File: config.mk
export PLATFORM = sky130hd
export DESIGN_NAME = id_ex_stage_flat
export DESIGN_NICKNAME = d
export VERILOG_FILES = /design/src/rtl/cpu_pkg.sv /design/src/rtl/id_ex_stage_if.sv /design/src/rtl/id_ex_stage_alu_control.sv /design/src/rtl/id_ex_stage.sv /design/src/flat_wrapper.sv
export SDC_FILE = /design/constraint.sdc
export NUM_CORES = 1
export LEC_CHECK = 0
export BUFFER_PORTS_ARGS = -buffer_cell sky130_fd_sc_hd__buf_2
export CELL_PAD_IN_SITES_DETAIL_PLACEMENT = 1
export CELL_PAD_IN_SITES_GLOBAL_PLACEMENT = 2
export CORE_MARGIN = 1
export CORE_UTILIZATION = 24
export CTS_CLUSTER_DIAMETER = 80
export CTS_CLUSTER_SIZE = 30
export DETAILED_ROUTE_END_ITERATION = 6
export MAX_ROUTING_LAYER = met4
export PLACE_DENSITY = 0.81
export SYNTH_ARGS = -nofsm -noshare
export SYNTH_HDL_FRONTEND = slang
export SYNTH_HIERARCHICAL = 1
export SYNTH_SLANG_ARGS = --single-unit
File: constraint.sdc
create_clock -name clk -period 1.3 [get_ports clk]
set_input_delay 0.065 -clock clk [delete_from_list [all_inputs] [get_ports clk]]
set_output_delay 0.065 -clock clk [all_outputs]
set_load 0.03 [all_outputs]
File: src/rtl/cpu_pkg.sv
// Shared CPU definitions: ALU operation codes, main-control ALU classes,
// R-type funct values and the ID/EX pipeline register layout.
package cpu_pkg;

  localparam logic [3:0] ALU_AND = 4'b0000;
  localparam logic [3:0] ALU_OR  = 4'b0001;
  localparam logic [3:0] ALU_ADD = 4'b0010;
  localparam logic [3:0] ALU_SUB = 4'b0110;
  localparam logic [3:0] ALU_SLT = 4'b0111;
  localparam logic [3:0] ALU_NOR = 4'b1100;
  localparam logic [3:0] ALU_INV = 4'b1111;

  localparam logic [1:0] ALUOP_ADD   = 2'b00;
  localparam logic [1:0] ALUOP_SUB   = 2'b01;
  localparam logic [1:0] ALUOP_FUNCT = 2'b10;
  localparam logic [1:0] ALUOP_OR    = 2'b11;

  localparam logic [5:0] FUNCT_ADD = 6'b100000;
  localparam logic [5:0] FUNCT_SUB = 6'b100010;
  localparam logic [5:0] FUNCT_AND = 6'b100100;
  localparam logic [5:0] FUNCT_OR  = 6'b100101;
  localparam logic [5:0] FUNCT_NOR = 6'b100111;
  localparam logic [5:0] FUNCT_SLT = 6'b101010;

  // An all-zero value of this struct is the pipeline bubble.
  typedef struct packed {
    logic        valid;
    logic [31:0] rs_data;
    logic [31:0] rt_data;
    logic [31:0] imm;
    logic [4:0]  rs;
    logic [4:0]  rt;
    logic [4:0]  rd;
    logic [5:0]  funct;
    logic [1:0]  alu_op;
    logic        alu_src;
    logic        reg_dst;
    logic        reg_write;
    logic        mem_read;
    logic        mem_write;
    logic        mem_to_reg;
  } id_ex_t;

endpackage

File: src/rtl/id_ex_stage_if.sv
// Signal bundle between decode, the ID/EX stage, the bypass sources and the ALU.
// The master side drives decode and bypass inputs; the stage is the slave.
interface id_ex_stage_if;

  logic        stall;
  logic        flush;
  logic        id_valid;
  logic [31:0] id_rs_data;
  logic [31:0] id_rt_data;
  logic [31:0] id_imm;
  logic [4:0]  id_rs;
  logic [4:0]  id_rt;
  logic [4:0]  id_rd;
  logic [5:0]  id_funct;
  logic [1:0]  id_alu_op;
  logic        id_alu_src;
  logic        id_reg_dst;
  logic        id_reg_write;
  logic        id_mem_read;
  logic        id_mem_write;
  logic        id_mem_to_reg;
  logic        exmem_reg_write;
  logic [4:0]  exmem_rd;
  logic [31:0] exmem_result;
  logic        memwb_reg_write;
  logic [4:0]  memwb_rd;
  logic [31:0] memwb_result;

  logic [31:0] alu_in1;
  logic [31:0] alu_in2;
  logic [3:0]  alu_operation;
  logic [31:0] ex_store_data;
  logic [4:0]  ex_write_reg;
  logic        ex_valid;
  logic        ex_reg_write;
  logic        ex_mem_read;
  logic        ex_mem_write;
  logic        ex_mem_to_reg;
  logic        hazard_stall;

  modport master (
    output stall, flush, id_valid, id_rs_data, id_rt_data, id_imm,
           id_rs, id_rt, id_rd, id_funct, id_alu_op, id_alu_src, id_reg_dst,
           id_reg_write, id_mem_read, id_mem_write, id_mem_to_reg,
           exmem_reg_write, exmem_rd, exmem_result,
           memwb_reg_write, memwb_rd, memwb_result,
    input  alu_in1, alu_in2, alu_operation, ex_store_data, ex_write_reg,
           ex_valid, ex_reg_write, ex_mem_read, ex_mem_write, ex_mem_to_reg,
           hazard_stall
  );

  modport slave (
    input  stall, flush, id_valid, id_rs_data, id_rt_data, id_imm,
           id_rs, id_rt, id_rd, id_funct, id_alu_op, id_alu_src, id_reg_dst,
           id_reg_write, id_mem_read, id_mem_write, id_mem_to_reg,
           exmem_reg_write, exmem_rd, exmem_result,
           memwb_reg_write, memwb_rd, memwb_result,
    output alu_in1, alu_in2, alu_operation, ex_store_data, ex_write_reg,
           ex_valid, ex_reg_write, ex_mem_read, ex_mem_write, ex_mem_to_reg,
           hazard_stall
  );

endinterface

File: src/rtl/id_ex_stage_alu_control.sv
// ALU control: maps the main-control ALU class and R-type funct field
// to the 4-bit ALU operation code.
module alu_control
  import cpu_pkg::*;
(
  input  logic [1:0] alu_op_i,
  input  logic [5:0] funct_i,
  output logic [3:0] alu_operation_o
);

  always_comb begin
    alu_operation_o = ALU_INV;
    case (alu_op_i)
      ALUOP_ADD: alu_operation_o = ALU_ADD;
      ALUOP_SUB: alu_operation_o = ALU_SUB;
      ALUOP_OR:  alu_operation_o = ALU_OR;
      default: begin
        case (funct_i)
          FUNCT_ADD: alu_operation_o = ALU_ADD;
          FUNCT_SUB: alu_operation_o = ALU_SUB;
          FUNCT_AND: alu_operation_o = ALU_AND;
          FUNCT_OR:  alu_operation_o = ALU_OR;
          FUNCT_NOR: alu_operation_o = ALU_NOR;
          FUNCT_SLT: alu_operation_o = ALU_SLT;
          default:   alu_operation_o = ALU_INV;
        endcase
      end
    endcase
  end

endmodule

File: src/rtl/id_ex_stage.sv
// ID/EX pipeline register with ALU operand select and operation decode.
// Define ID_EX_FORWARDING_EN to build in EX/MEM, MEM/WB bypass and load-use detection.
module id_ex_stage
  import cpu_pkg::*;
#(
  parameter bit RESET_PC_NOP = 1'b1
) (
  input logic          clk,
  input logic          rst_n,
  id_ex_stage_if.slave bus
);

  localparam logic [3:0] BUBBLE_OP = RESET_PC_NOP ? ALU_ADD : ALU_INV;

  id_ex_t      state_d, state_q;
  logic [3:0]  decoded_op;
  logic [31:0] rs_fwd, rt_fwd;

  // Flush wins over stall so decode can hold IF/ID and insert a bubble here together.
  always_comb begin
    state_d = state_q;
    if (bus.flush) begin
      state_d = '0;
    end else if (!bus.stall) begin
      state_d.valid      = bus.id_valid;
      state_d.rs_data    = bus.id_rs_data;
      state_d.rt_data    = bus.id_rt_data;
      state_d.imm        = bus.id_imm;
      state_d.rs         = bus.id_rs;
      state_d.rt         = bus.id_rt;
      state_d.rd         = bus.id_rd;
      state_d.funct      = bus.id_funct;
      state_d.alu_op     = bus.id_alu_op;
      state_d.alu_src    = bus.id_alu_src;
      state_d.reg_dst    = bus.id_reg_dst;
      state_d.reg_write  = bus.id_reg_write;
      state_d.mem_read   = bus.id_mem_read;
      state_d.mem_write  = bus.id_mem_write;
      state_d.mem_to_reg = bus.id_mem_to_reg;
    end
  end

  always_ff @(posedge clk or negedge rst_n) begin
    if (!rst_n) begin
      state_q <= '0;
    end else begin
      state_q <= state_d;
    end
  end

  alu_control u_alu_control (
    .alu_op_i        (state_q.alu_op),
    .funct_i         (state_q.funct),
    .alu_operation_o (decoded_op)
  );

  // Bypass sources are live inputs, so a held instruction keeps picking up fresh results.
  always_comb begin
    rs_fwd = state_q.rs_data;
    rt_fwd = state_q.rt_data;
`ifdef ID_EX_FORWARDING_EN
    if (bus.exmem_reg_write && (bus.exmem_rd != 5'd0) && (bus.exmem_rd == state_q.rs)) begin
      rs_fwd = bus.exmem_result;
    end else if (bus.memwb_reg_write && (bus.memwb_rd != 5'd0) && (bus.memwb_rd == state_q.rs)) begin
      rs_fwd = bus.memwb_result;
    end
    if (bus.exmem_reg_write && (bus.exmem_rd != 5'd0) && (bus.exmem_rd == state_q.rt)) begin
      rt_fwd = bus.exmem_result;
    end else if (bus.memwb_reg_write && (bus.memwb_rd != 5'd0) && (bus.memwb_rd == state_q.rt)) begin
      rt_fwd = bus.memwb_result;
    end
`endif
  end

`ifdef ID_EX_FORWARDING_EN
  assign bus.hazard_stall = state_q.valid && state_q.mem_read && (state_q.rt != 5'd0) &&
                            ((state_q.rt == bus.id_rs) || (state_q.rt == bus.id_rt));
`else
  logic fwd_unused;
  assign fwd_unused = ^{state_q.rs, bus.exmem_reg_write, bus.exmem_rd, bus.exmem_result,
                        bus.memwb_reg_write, bus.memwb_rd, bus.memwb_result};
  assign bus.hazard_stall = 1'b0;
`endif

  assign bus.alu_in1       = rs_fwd;
  assign bus.ex_store_data = rt_fwd;
  assign bus.alu_in2       = state_q.alu_src ? state_q.imm : rt_fwd;
  assign bus.alu_operation = state_q.valid ? decoded_op : BUBBLE_OP;
  assign bus.ex_write_reg  = state_q.reg_dst ? state_q.rd : state_q.rt;
  assign bus.ex_valid      = state_q.valid;
  assign bus.ex_reg_write  = state_q.reg_write;
  assign bus.ex_mem_read   = state_q.mem_read;
  assign bus.ex_mem_write  = state_q.mem_write;
  assign bus.ex_mem_to_reg = state_q.mem_to_reg;

endmodule

File: src/flat_wrapper.sv
// flat-port wrapper written by rule: the top's interface ports become plain ports
module id_ex_stage_flat import cpu_pkg::*;
#(
  parameter bit RESET_PC_NOP = 1'b1
)
  (clk, rst_n, bus_stall, bus_flush, bus_id_valid, bus_id_rs_data, bus_id_rt_data, bus_id_imm, bus_id_rs, bus_id_rt, bus_id_rd, bus_id_funct, bus_id_alu_op, bus_id_alu_src, bus_id_reg_dst, bus_id_reg_write, bus_id_mem_read, bus_id_mem_write, bus_id_mem_to_reg, bus_exmem_reg_write, bus_exmem_rd, bus_exmem_result, bus_memwb_reg_write, bus_memwb_rd, bus_memwb_result, bus_alu_in1, bus_alu_in2, bus_alu_operation, bus_ex_store_data, bus_ex_write_reg, bus_ex_valid, bus_ex_reg_write, bus_ex_mem_read, bus_ex_mem_write, bus_ex_mem_to_reg, bus_hazard_stall);
  id_ex_stage_if bus_i ();
  input logic clk;
  input logic rst_n;
  input wire logic [$bits(bus_i.stall)-1:0] bus_stall;
  input wire logic [$bits(bus_i.flush)-1:0] bus_flush;
  input wire logic [$bits(bus_i.id_valid)-1:0] bus_id_valid;
  input wire logic [$bits(bus_i.id_rs_data)-1:0] bus_id_rs_data;
  input wire logic [$bits(bus_i.id_rt_data)-1:0] bus_id_rt_data;
  input wire logic [$bits(bus_i.id_imm)-1:0] bus_id_imm;
  input wire logic [$bits(bus_i.id_rs)-1:0] bus_id_rs;
  input wire logic [$bits(bus_i.id_rt)-1:0] bus_id_rt;
  input wire logic [$bits(bus_i.id_rd)-1:0] bus_id_rd;
  input wire logic [$bits(bus_i.id_funct)-1:0] bus_id_funct;
  input wire logic [$bits(bus_i.id_alu_op)-1:0] bus_id_alu_op;
  input wire logic [$bits(bus_i.id_alu_src)-1:0] bus_id_alu_src;
  input wire logic [$bits(bus_i.id_reg_dst)-1:0] bus_id_reg_dst;
  input wire logic [$bits(bus_i.id_reg_write)-1:0] bus_id_reg_write;
  input wire logic [$bits(bus_i.id_mem_read)-1:0] bus_id_mem_read;
  input wire logic [$bits(bus_i.id_mem_write)-1:0] bus_id_mem_write;
  input wire logic [$bits(bus_i.id_mem_to_reg)-1:0] bus_id_mem_to_reg;
  input wire logic [$bits(bus_i.exmem_reg_write)-1:0] bus_exmem_reg_write;
  input wire logic [$bits(bus_i.exmem_rd)-1:0] bus_exmem_rd;
  input wire logic [$bits(bus_i.exmem_result)-1:0] bus_exmem_result;
  input wire logic [$bits(bus_i.memwb_reg_write)-1:0] bus_memwb_reg_write;
  input wire logic [$bits(bus_i.memwb_rd)-1:0] bus_memwb_rd;
  input wire logic [$bits(bus_i.memwb_result)-1:0] bus_memwb_result;
  output wire logic [$bits(bus_i.alu_in1)-1:0] bus_alu_in1;
  output wire logic [$bits(bus_i.alu_in2)-1:0] bus_alu_in2;
  output wire logic [$bits(bus_i.alu_operation)-1:0] bus_alu_operation;
  output wire logic [$bits(bus_i.ex_store_data)-1:0] bus_ex_store_data;
  output wire logic [$bits(bus_i.ex_write_reg)-1:0] bus_ex_write_reg;
  output wire logic [$bits(bus_i.ex_valid)-1:0] bus_ex_valid;
  output wire logic [$bits(bus_i.ex_reg_write)-1:0] bus_ex_reg_write;
  output wire logic [$bits(bus_i.ex_mem_read)-1:0] bus_ex_mem_read;
  output wire logic [$bits(bus_i.ex_mem_write)-1:0] bus_ex_mem_write;
  output wire logic [$bits(bus_i.ex_mem_to_reg)-1:0] bus_ex_mem_to_reg;
  output wire logic [$bits(bus_i.hazard_stall)-1:0] bus_hazard_stall;
  assign bus_i.stall = bus_stall;
  assign bus_i.flush = bus_flush;
  assign bus_i.id_valid = bus_id_valid;
  assign bus_i.id_rs_data = bus_id_rs_data;
  assign bus_i.id_rt_data = bus_id_rt_data;
  assign bus_i.id_imm = bus_id_imm;
  assign bus_i.id_rs = bus_id_rs;
  assign bus_i.id_rt = bus_id_rt;
  assign bus_i.id_rd = bus_id_rd;
  assign bus_i.id_funct = bus_id_funct;
  assign bus_i.id_alu_op = bus_id_alu_op;
  assign bus_i.id_alu_src = bus_id_alu_src;
  assign bus_i.id_reg_dst = bus_id_reg_dst;
  assign bus_i.id_reg_write = bus_id_reg_write;
  assign bus_i.id_mem_read = bus_id_mem_read;
  assign bus_i.id_mem_write = bus_id_mem_write;
  assign bus_i.id_mem_to_reg = bus_id_mem_to_reg;
  assign bus_i.exmem_reg_write = bus_exmem_reg_write;
  assign bus_i.exmem_rd = bus_exmem_rd;
  assign bus_i.exmem_result = bus_exmem_result;
  assign bus_i.memwb_reg_write = bus_memwb_reg_write;
  assign bus_i.memwb_rd = bus_memwb_rd;
  assign bus_i.memwb_result = bus_memwb_result;
  assign bus_alu_in1 = bus_i.alu_in1;
  assign bus_alu_in2 = bus_i.alu_in2;
  assign bus_alu_operation = bus_i.alu_operation;
  assign bus_ex_store_data = bus_i.ex_store_data;
  assign bus_ex_write_reg = bus_i.ex_write_reg;
  assign bus_ex_valid = bus_i.ex_valid;
  assign bus_ex_reg_write = bus_i.ex_reg_write;
  assign bus_ex_mem_read = bus_i.ex_mem_read;
  assign bus_ex_mem_write = bus_i.ex_mem_write;
  assign bus_ex_mem_to_reg = bus_i.ex_mem_to_reg;
  assign bus_hazard_stall = bus_i.hazard_stall;
  id_ex_stage #(.RESET_PC_NOP(RESET_PC_NOP)) u_core (.clk(clk), .rst_n(rst_n), .bus(bus_i));
endmodule
; ---- Word level (Yosys, flattened, before mapping)
; Cells that the tools add are included.
; W data, S select, Z words.
[totals]
regBits = 121
output_inout_bits = 111
[op_classes]
eq_ne = 9
muxes = 7
reduce_logical = 1
[op_table]
columns = operator, n
row1 = $mux W126, 2
row2 = $eq A6 B6 Y1 const B, 6
row3 = $mux W32, 1
row4 = $pmux W4 S6, 1
row5 = $pmux W4 S3, 1
row6 = $mux W5, 1
row7 = $mux W4, 1
row8 = $eq A2 B1 Y1 const B, 1
row9 = $eq A2 B2 Y1 const B, 1
row10 = $logic_not A2 Y1, 1
row11 = $ne A2 B1 Y1 const B, 1

; ---- Depth between registers and ports, before layout
; Gate-level depths: netlist of the first run.
[depth]
word_depth = 4
ltp_mapped = 5
mapped_depth_nobuf = 4

; ---- Hierarchy
; Netlist of the first run, hierarchy kept.
[modules_own_cells]
columns = module, instances, cells_per_inst, area_each_um2
row1 = id_ex_stage, 1, 502, 5938.2
row2 = alu_control, 1, 14, 97.6

; ---- Worst setup path before layout of the first run
; No wires, ideal clock.
[synth_timing]
path_type = reg2out
from = register u_core/state_q[12] (netlist bit)
to = output port bus_alu_operation[2]
arrival_time_ns = 1.346
required_ns = 1.235
path_slack_ns = -0.111
path_stages_with_launch = 5
path_buffers = 0
cell_sequence = dfrtp_1 -> or3b_1 -> o311ai_1 -> o21ai_1 -> and2_1
[synth_via]
elab_chain_cells = 4
elab_cells_between_ends = 9
classes_between = eq/ne (6) / mux (3)
[synth_rtl]
columns = element, line_no
row1 = start: declaration, id_ex_stage.sv:15  ; id_ex_t state_d, state_q;
row2 = start signal: assignment, id_ex_stage.sv:47  ; state_q <= state_d;
row3 = $eq A6 B6 Y1, id_ex_stage_alu_control.sv:18  ; case (funct_i)
row4 = $pmux W4 S6 (*), id_ex_stage_alu_control.sv:18
row5 = $pmux W4 S3 (*), id_ex_stage_alu_control.sv:13  ; case (alu_op_i)
row6 = named net u_core.decoded_op[2], id_ex_stage.sv:16  ; logic [3:0] decoded_op;
row7 = $mux W4 (*), id_ex_stage.sv:88  ; assign bus.alu_operation = state_q.valid ? decoded_op : BUBBLE_OP;
row8 = end: declaration, flat_wrapper.sv:35  ; output wire logic [$bits(bus_i.alu_operation)-1:0] bus_alu_operation;
; The timed path passes the listed nets; every way through them passes the cells marked *.

; ---- Worst setup path after layout of the first run
; Same ends and word-level chain as after synthesis.

==> results by group, run 1 <==
Run status
  • Run status: finished, violations left
  • Failing checks: setup timing

Worst setup path
  • CP Max Fanout: 3
  • CP required: 1240 ps
  • Crit path kind: reg2out
  • Crit path DAT: 1850 ps
  • Worst setup SP type: register
  • R2R Path End: u_core/state_q[5]
  • Worst r2r src: u_core/state_q[5]
  • Setup crit end kind: output port
  • Worst R2R Path Depth: 4
  • Flop2flop setup slack: 200 ps

Drt
  • Detailed Route WL: 19.1 mm
  • Vias per inst: 4.19
  • Routed Antenna Nets: 0
  • Wire length per cell: 16.6 µm
  • DRC: 0
  • Via count: 4,818
  • Initial detailed-routing violation count: 164
  • Number of detailed-route iterations in the first pass: 4

Logic synthesis
  • Top FF cell, synth: dfrtp_1
  • Main area contributors after synthesis: dfrtp_1 50%, mux2i_1 20%, buf_4 9.0%
  • Post-Syn Nets: 722
  • Post-synth top area share: 50.2%
  • Post-Syn Area: 6040 µm²
  • Synth cell count leaders: 121 x dfrtp_1, 121 x mux2i_1, 121 x nor2_1, 72 x buf_4, 37 x mux2_2
  • Avg Inst Size Synth: 11.7 µm²
  • Area leader, netlist: dfrtp_1
  • Post-synth cell types: 23
  • Sequential area share after synthesis: 50.2%
  • Register bit total from synthesis: 121
  • Post-synth EDFFs: 0
  • Ys async rst share: 100%
  • Yosys Warn Count: 6
  • Syn Inst Count: 516

Min path
  • Min-Delay Endpoint: u_core/state_q[60]
  • Worst min path class: in2reg
  • Hold_sp: bus_stall
  • Hold Crit Depth: 3

Clocking
  • TritonCTS clock tree: done
  • TritonCTS buffer count: 17
  • Clock Latency Late Sink: 410 ps
  • Root buf cell: clkbuf_16
  • Clock sink count: 121
  • H-tree depth: 4
  • Max Root-Sink Buffers: 2
  • Clock Pin Slew Worst Setup and Hold Paths: 60 ps

Timing
  • Final Cycle Share: 148%
  • Hold WS: 109 ps
  • Final setup TNS: -13,260 ps
  • Unrepaired setup endpoints after global routing: yes
  • Max Fclk: 522 MHz
  • Slew Viols, Final: 0
  • Setup Viol. Count Final: 41
  • Min Tclk post-route: 1920 ps
  • Setup Skew: 0 ps
  • Final WS setup: -618 ps
  • Final hold vios: 0

Finish
  • Final net count: 1,021
  • Largest Register: u_core/state_q
  • Share of cells above drive strength 1: 40.1%
  • Filler cells: 2,680
  • Area Growth Syn to Fin: 56.8%
  • ANT cells: 0
  • Max FFs per register: 52
  • End-of-flow core utilization: 38.7%

Floorplanning
  • Core outline area: 24,500 µm²
  • FP Rows: 57
  • Overall die area: 25,800 µm²
  • I/O pin count: 317
  • Die Ht: 161 µm
  • Die Wd: 161 µm
  • Starting Density: 24.7%

Global route
  • Initial antenna violation count: 0
  • Remaining Overflow, GRT: 0
  • Largest net degree at the start of global routing: 78
  • Vias in the first global route: 5,414
  • Total track usage: 15.3%
  • First-pass GRT wire length: 29.6 mm

Place
  • Placer Congestion: 0.727
  • IO Port Bufs: 234
  • Hpwl dp: 10.8 mm

Run
  • Max-cap viol count: 0

Pwr
  • Pwr/cell area: 1240 nW/µm²
  • Leakage power: 4.93 nW
  • VDD IR max: 0.000594 V
[per-stage QoR]
| stage | instance area, µm² | setup WS, ps | total power [W] | cells |
|---|---|---|---|---|
| floorplan | 6050 | -20.9 | 0.00541 | 516 |
| global placement | 7050 | -215 | 0.00584 | 992 |
| detailed placement | 7050 | -195 | 0.00587 | 992 |
| CTS | 9380 | -598 | 0.0118 | 1153 |
| global route | 9470 | -665 | 0.0123 | 1151 |
| finish | 9470 | -618 | 0.0117 | 1151 |
[routing by layer]
metal	vias up	routed length, µm	global-route usage, %
met5	-	0	-
met4	0	487	5.32
met3	33	667	3.05
met2	145	10000	27.0
met1	2390	7920	17.1
li1	2250	-	-
[logic make-up (layout without fill, tap and decap cells)]
kind of cell	count (synthesis)	in the layout	synth area share, %
compound gates	5	5	0.643
xor+xnor	1	1	0.145
buf+inv	98	409	13.3
flops	121	121	50.2
mux	158	158	27.0
other cells	1	1	0.0621
simple gates	132	132	8.71
[worst max path at each step]
stage | from | depth (start not counted) | to
floorplan | u_core/state_q[11] | 4 | bus_alu_operation[2]
global placement | u_core/state_q[11] | 5 | bus_alu_operation[2]
detailed placement | u_core/state_q[11] | 5 | bus_alu_operation[2]
CTS | u_core/state_q[11] | 5 | bus_alu_operation[2]
global route | u_core/state_q[12] | 5 | bus_alu_operation[2]
finish | u_core/state_q[12] | 5 | bus_alu_operation[2]
[layout by cell type (no fill, tap or decap), drive strengths merged, types with 2 or more instances in the layout]
| master | n |
|---|---|
| buf | 252 |
| dlygate4sd3 | 124 |
| mux2i | 121 |
| nor2 | 121 |
| dfrtp | 121 |
| mux2 | 37 |
| clkbuf | 21 |
| bufinv | 5 |
| clkinvlp | 4 |
| and2 | 3 |
| nor2b | 3 |
| o21ai | 2 |
| clkinv | 2 |
[worst max-delay path, stage by stage (launching register included)]
cell and delay, ps:
dfrtp_1 380, or3b_4 420, o311ai_2 240, o21ai_1 110, and2_4 170, buf_6 130
[power by group]
part | switching (W) | leakage, nW | total, W | internal, W
Sequential | 0.000159 | 1.60 | 0.00414 | 0.00398
Combinational | 0.00115 | 3.01 | 0.00222 | 0.00108
Clock | 0.00183 | 0.310 | 0.00538 | 0.00355
[area by class of cell]
type	instances	area, µm²	share of cell area, %
clock buffers	20	467	4.93
clock inverters	11	194	2.05
inverters	1	3.75	0.0397
multi-input cells	297	2370	25.1
flip-flops and latches	121	3030	32.0
well taps	324	405	4.28
repair buffers	377	2990	31.6
[timing repair]
item,in CTS,in global routing
buffers inserted,4,2
gates cloned,2,1
hold buffers,124,0
endpoints found under the hold margin,242,0
pin swaps,1,3
resized for setup,105,35
setup endpoints to repair,41,43
Power figures use the tool's default switching activity.
==> run 2: changes to the inputs <==
--- a/config.mk
+++ b/config.mk
@@ -15,6 +15,7 @@
 export DETAILED_ROUTE_END_ITERATION = 6
 export MAX_ROUTING_LAYER = met4
 export PLACE_DENSITY = 0.81
+export SETUP_SLACK_MARGIN = 0.3
 export SYNTH_ARGS = -nofsm -noshare
 export SYNTH_HDL_FRONTEND = slang
 export SYNTH_HIERARCHICAL = 1
==> results by group, run 2 (synthesis gave the netlist of run 1 again) <==
Pwr
  • Overall Power: 0.0115 W
  • Clock Power Share: 42.7%
  • Leakage power: 5.09 nW
  • VDD IR max: 0.000725 V
  • Sequential group share of total power: 36.3%
  • Sw Share: 27.3%
  • Pwr/cell area: 1150 nW/µm²
  • Switching power total: 0.00313 W
  • Combinational power share: 21.0%
  • Internal Pwr Total: 0.00836 W

Clocking
  • Clock sink count: 121
  • H-tree depth: 4
  • TritonCTS clock tree: done
  • Max Root-Sink Buffers: 2
  • TritonCTS buffer count: 17
  • Root buf cell: clkbuf_16
  • Clock Latency Late Sink: 400 ps
  • Clock Pin Slew Worst Setup and Hold Paths: 50 ps

Global route
  • Remaining Overflow, GRT: 0
  • Total track usage: 15.5%
  • Largest net degree at the start of global routing: 90
  • First-pass GRT wire length: 29.9 mm
  • Vias in the first global route: 5,640
  • Initial antenna violation count: 1

Worst setup path
  • Setup crit end kind: output port
  • Crit path cell chain: or3b_4 > o311ai_2 > o21ai_1 > and2_4 > buf_6
  • CP delay by family, top: simple AND/OR/NAND/NOR gates
  • CP Max Fanout: 3
  • Slowest-stage cell, CP: or3b_4
  • Worst r2r src: u_core/state_q[5]
  • Buf/Inv on CP: 1
  • CP required: 1240 ps
  • Crit path kind: reg2out
  • Crit path DAT: 1830 ps
  • Slowest Stage Delay on Critical Path: 420 ps
  • Worst setup SP type: register
  • Crit. Startpoint: u_core/state_q[11]

Floorplanning
  • Die Wd: 161 µm
  • Die Ht: 161 µm
  • I/O pin count: 317
  • Starting Density: 24.7%
  • Overall die area: 25,800 µm²
  • FP Rows: 57
  • Core outline area: 24,500 µm²

Drt
  • Wire length per cell: 16.2 µm
  • Routed Antenna Nets: 0
  • Number of detailed-route iterations in the first pass: 4
  • Vias per inst: 4.18
  • Detailed Route WL: 19.0 mm
  • DRC: 0
  • Via count: 4,896
  • Initial detailed-routing violation count: 169

Timing
  • Unrepaired setup endpoints after global routing: yes
  • Min Tclk post-route: 1890 ps
  • Final WS setup: -591 ps
  • Worst-Margin Slew: 524 ps
  • Setup Viol. Count Final: 41
  • Max Fclk: 529 MHz
  • Slew headroom: 65.1%
  • Final Cycle Share: 145%
  • Final setup TNS: -13,910 ps
  • Final hold vios: 0
  • Setup Skew: 0 ps
  • Hold WS: 96.4 ps
  • Slew Viols, Final: 0

Finish
  • Largest Register: u_core/state_q
  • Share of cells above drive strength 1: 41.7%
  • Most frequent cells in the layout: 122 x dlygate4sd3_1, 121 x buf_2, 121 x mux2i_1, 121 x nor2_1, 118 x dfrtp_1
  • Final net count: 1,040
  • Area Growth Syn to Fin: 65.7%
  • Filler cells: 2,638
  • Commonest non-fill, non-tap cell in the layout: dlygate4sd3_1
  • Max FFs per register: 52

Place
  • Placer Congestion: 0.743
  • IO Port Bufs: 234
  • Hpwl dp: 11.3 mm

Min path
  • Worst min path class: in2reg
  • Hold_sp: bus_stall

Run status
  • Run status: finished, violations left
  • Failing checks: setup timing

Run
  • Max-cap viol count: 0
## run 2: worst paths after layout
path / slack [ps] / end / cells after the start
max in group asynchronous: 620 / u_core/bus.ex_store_data[25] / 3
setup reg to reg: 270 / u_core/state_q[5] / 4
setup / recovery: -590 / bus_alu_operation[2] / 5
hold reg to reg: 520 / u_core/state_q[33] / 2
min in group asynchronous: 240 / u_core/state_q[21] / 3
hold / removal: 100 / u_core/bus.alu_in1[10] / 3
## run 2: power by group through the flow
stage	sequential [W]	combinational (W)	clock, W
global route	0.00419	0.00258	0.00523
CTS	0.00416	0.00238	0.00508
detailed placement	0.00420	0.00175	0
finish	0.00417	0.00241	0.00491
floorplan	0.00416	0.00132	0
global placement	0.00419	0.00172	0
## run 2: metrics by stage
| step | utilization [%] | std cells | instance area (µm²) | setup slack, ps |
|---|---|---|---|---|
| 4_1_cts | 40.4 | 1160 | 9880 | -641 |
| 3_3_place_gp | 29.4 | 994 | 7180 | -216 |
| 2_1_floorplan | - | 516 | 6200 | -20.8 |
| 5_1_grt | 40.9 | 1172 | 10000 | -649 |
| 6_report | 40.9 | 1172 | 10000 | -591 |
| 3_5_place_dp | 29.4 | 994 | 7180 | -269 |
## run 2: per-layer routing
| metal | part of all wire (%) | vias to the layer above | global-route usage, % |
|---|---|---|---|
| li1 | - | 2286 | - |
| met1 | 41 | 2431 | 17.2 |
| met2 | 53 | 153 | 27.0 |
| met3 | 4.3 | 26 | 3.82 |
| met4 | 1.8 | 0 | 5.54 |
| met5 | 0 | - | - |
## run 2: worst reg2reg max path: stages (launching register included)
cell,delay (ps)
dfrtp_2,450
buf_6,150
buf_16,130
mux2i_1,130
nor2_1,50
## run 2: final cells by class
cell class / instances / area (µm²) / area share (%)
clock buffer: 21 / 460 / 4.61
multi-input combinational: 297 / 2380 / 23.8
clock inverter: 11 / 146 / 1.46
sequential: 121 / 3030 / 30.3
antenna: 1 / 2.50 / 0.0250
tap: 324 / 405 / 4.05
inverter: 1 / 3.75 / 0.0375
timing repair buffer: 396 / 3570 / 35.7
## run 2: timing repair
action                                  CTS  global route
endpoints found under the hold margin   242             0
endpoints found under the setup margin  110           111
gates cloned                              2             0
hold buffers                            122             0
resized for setup                       233            10
buffers inserted                         10            11
pin swaps                                 3             4
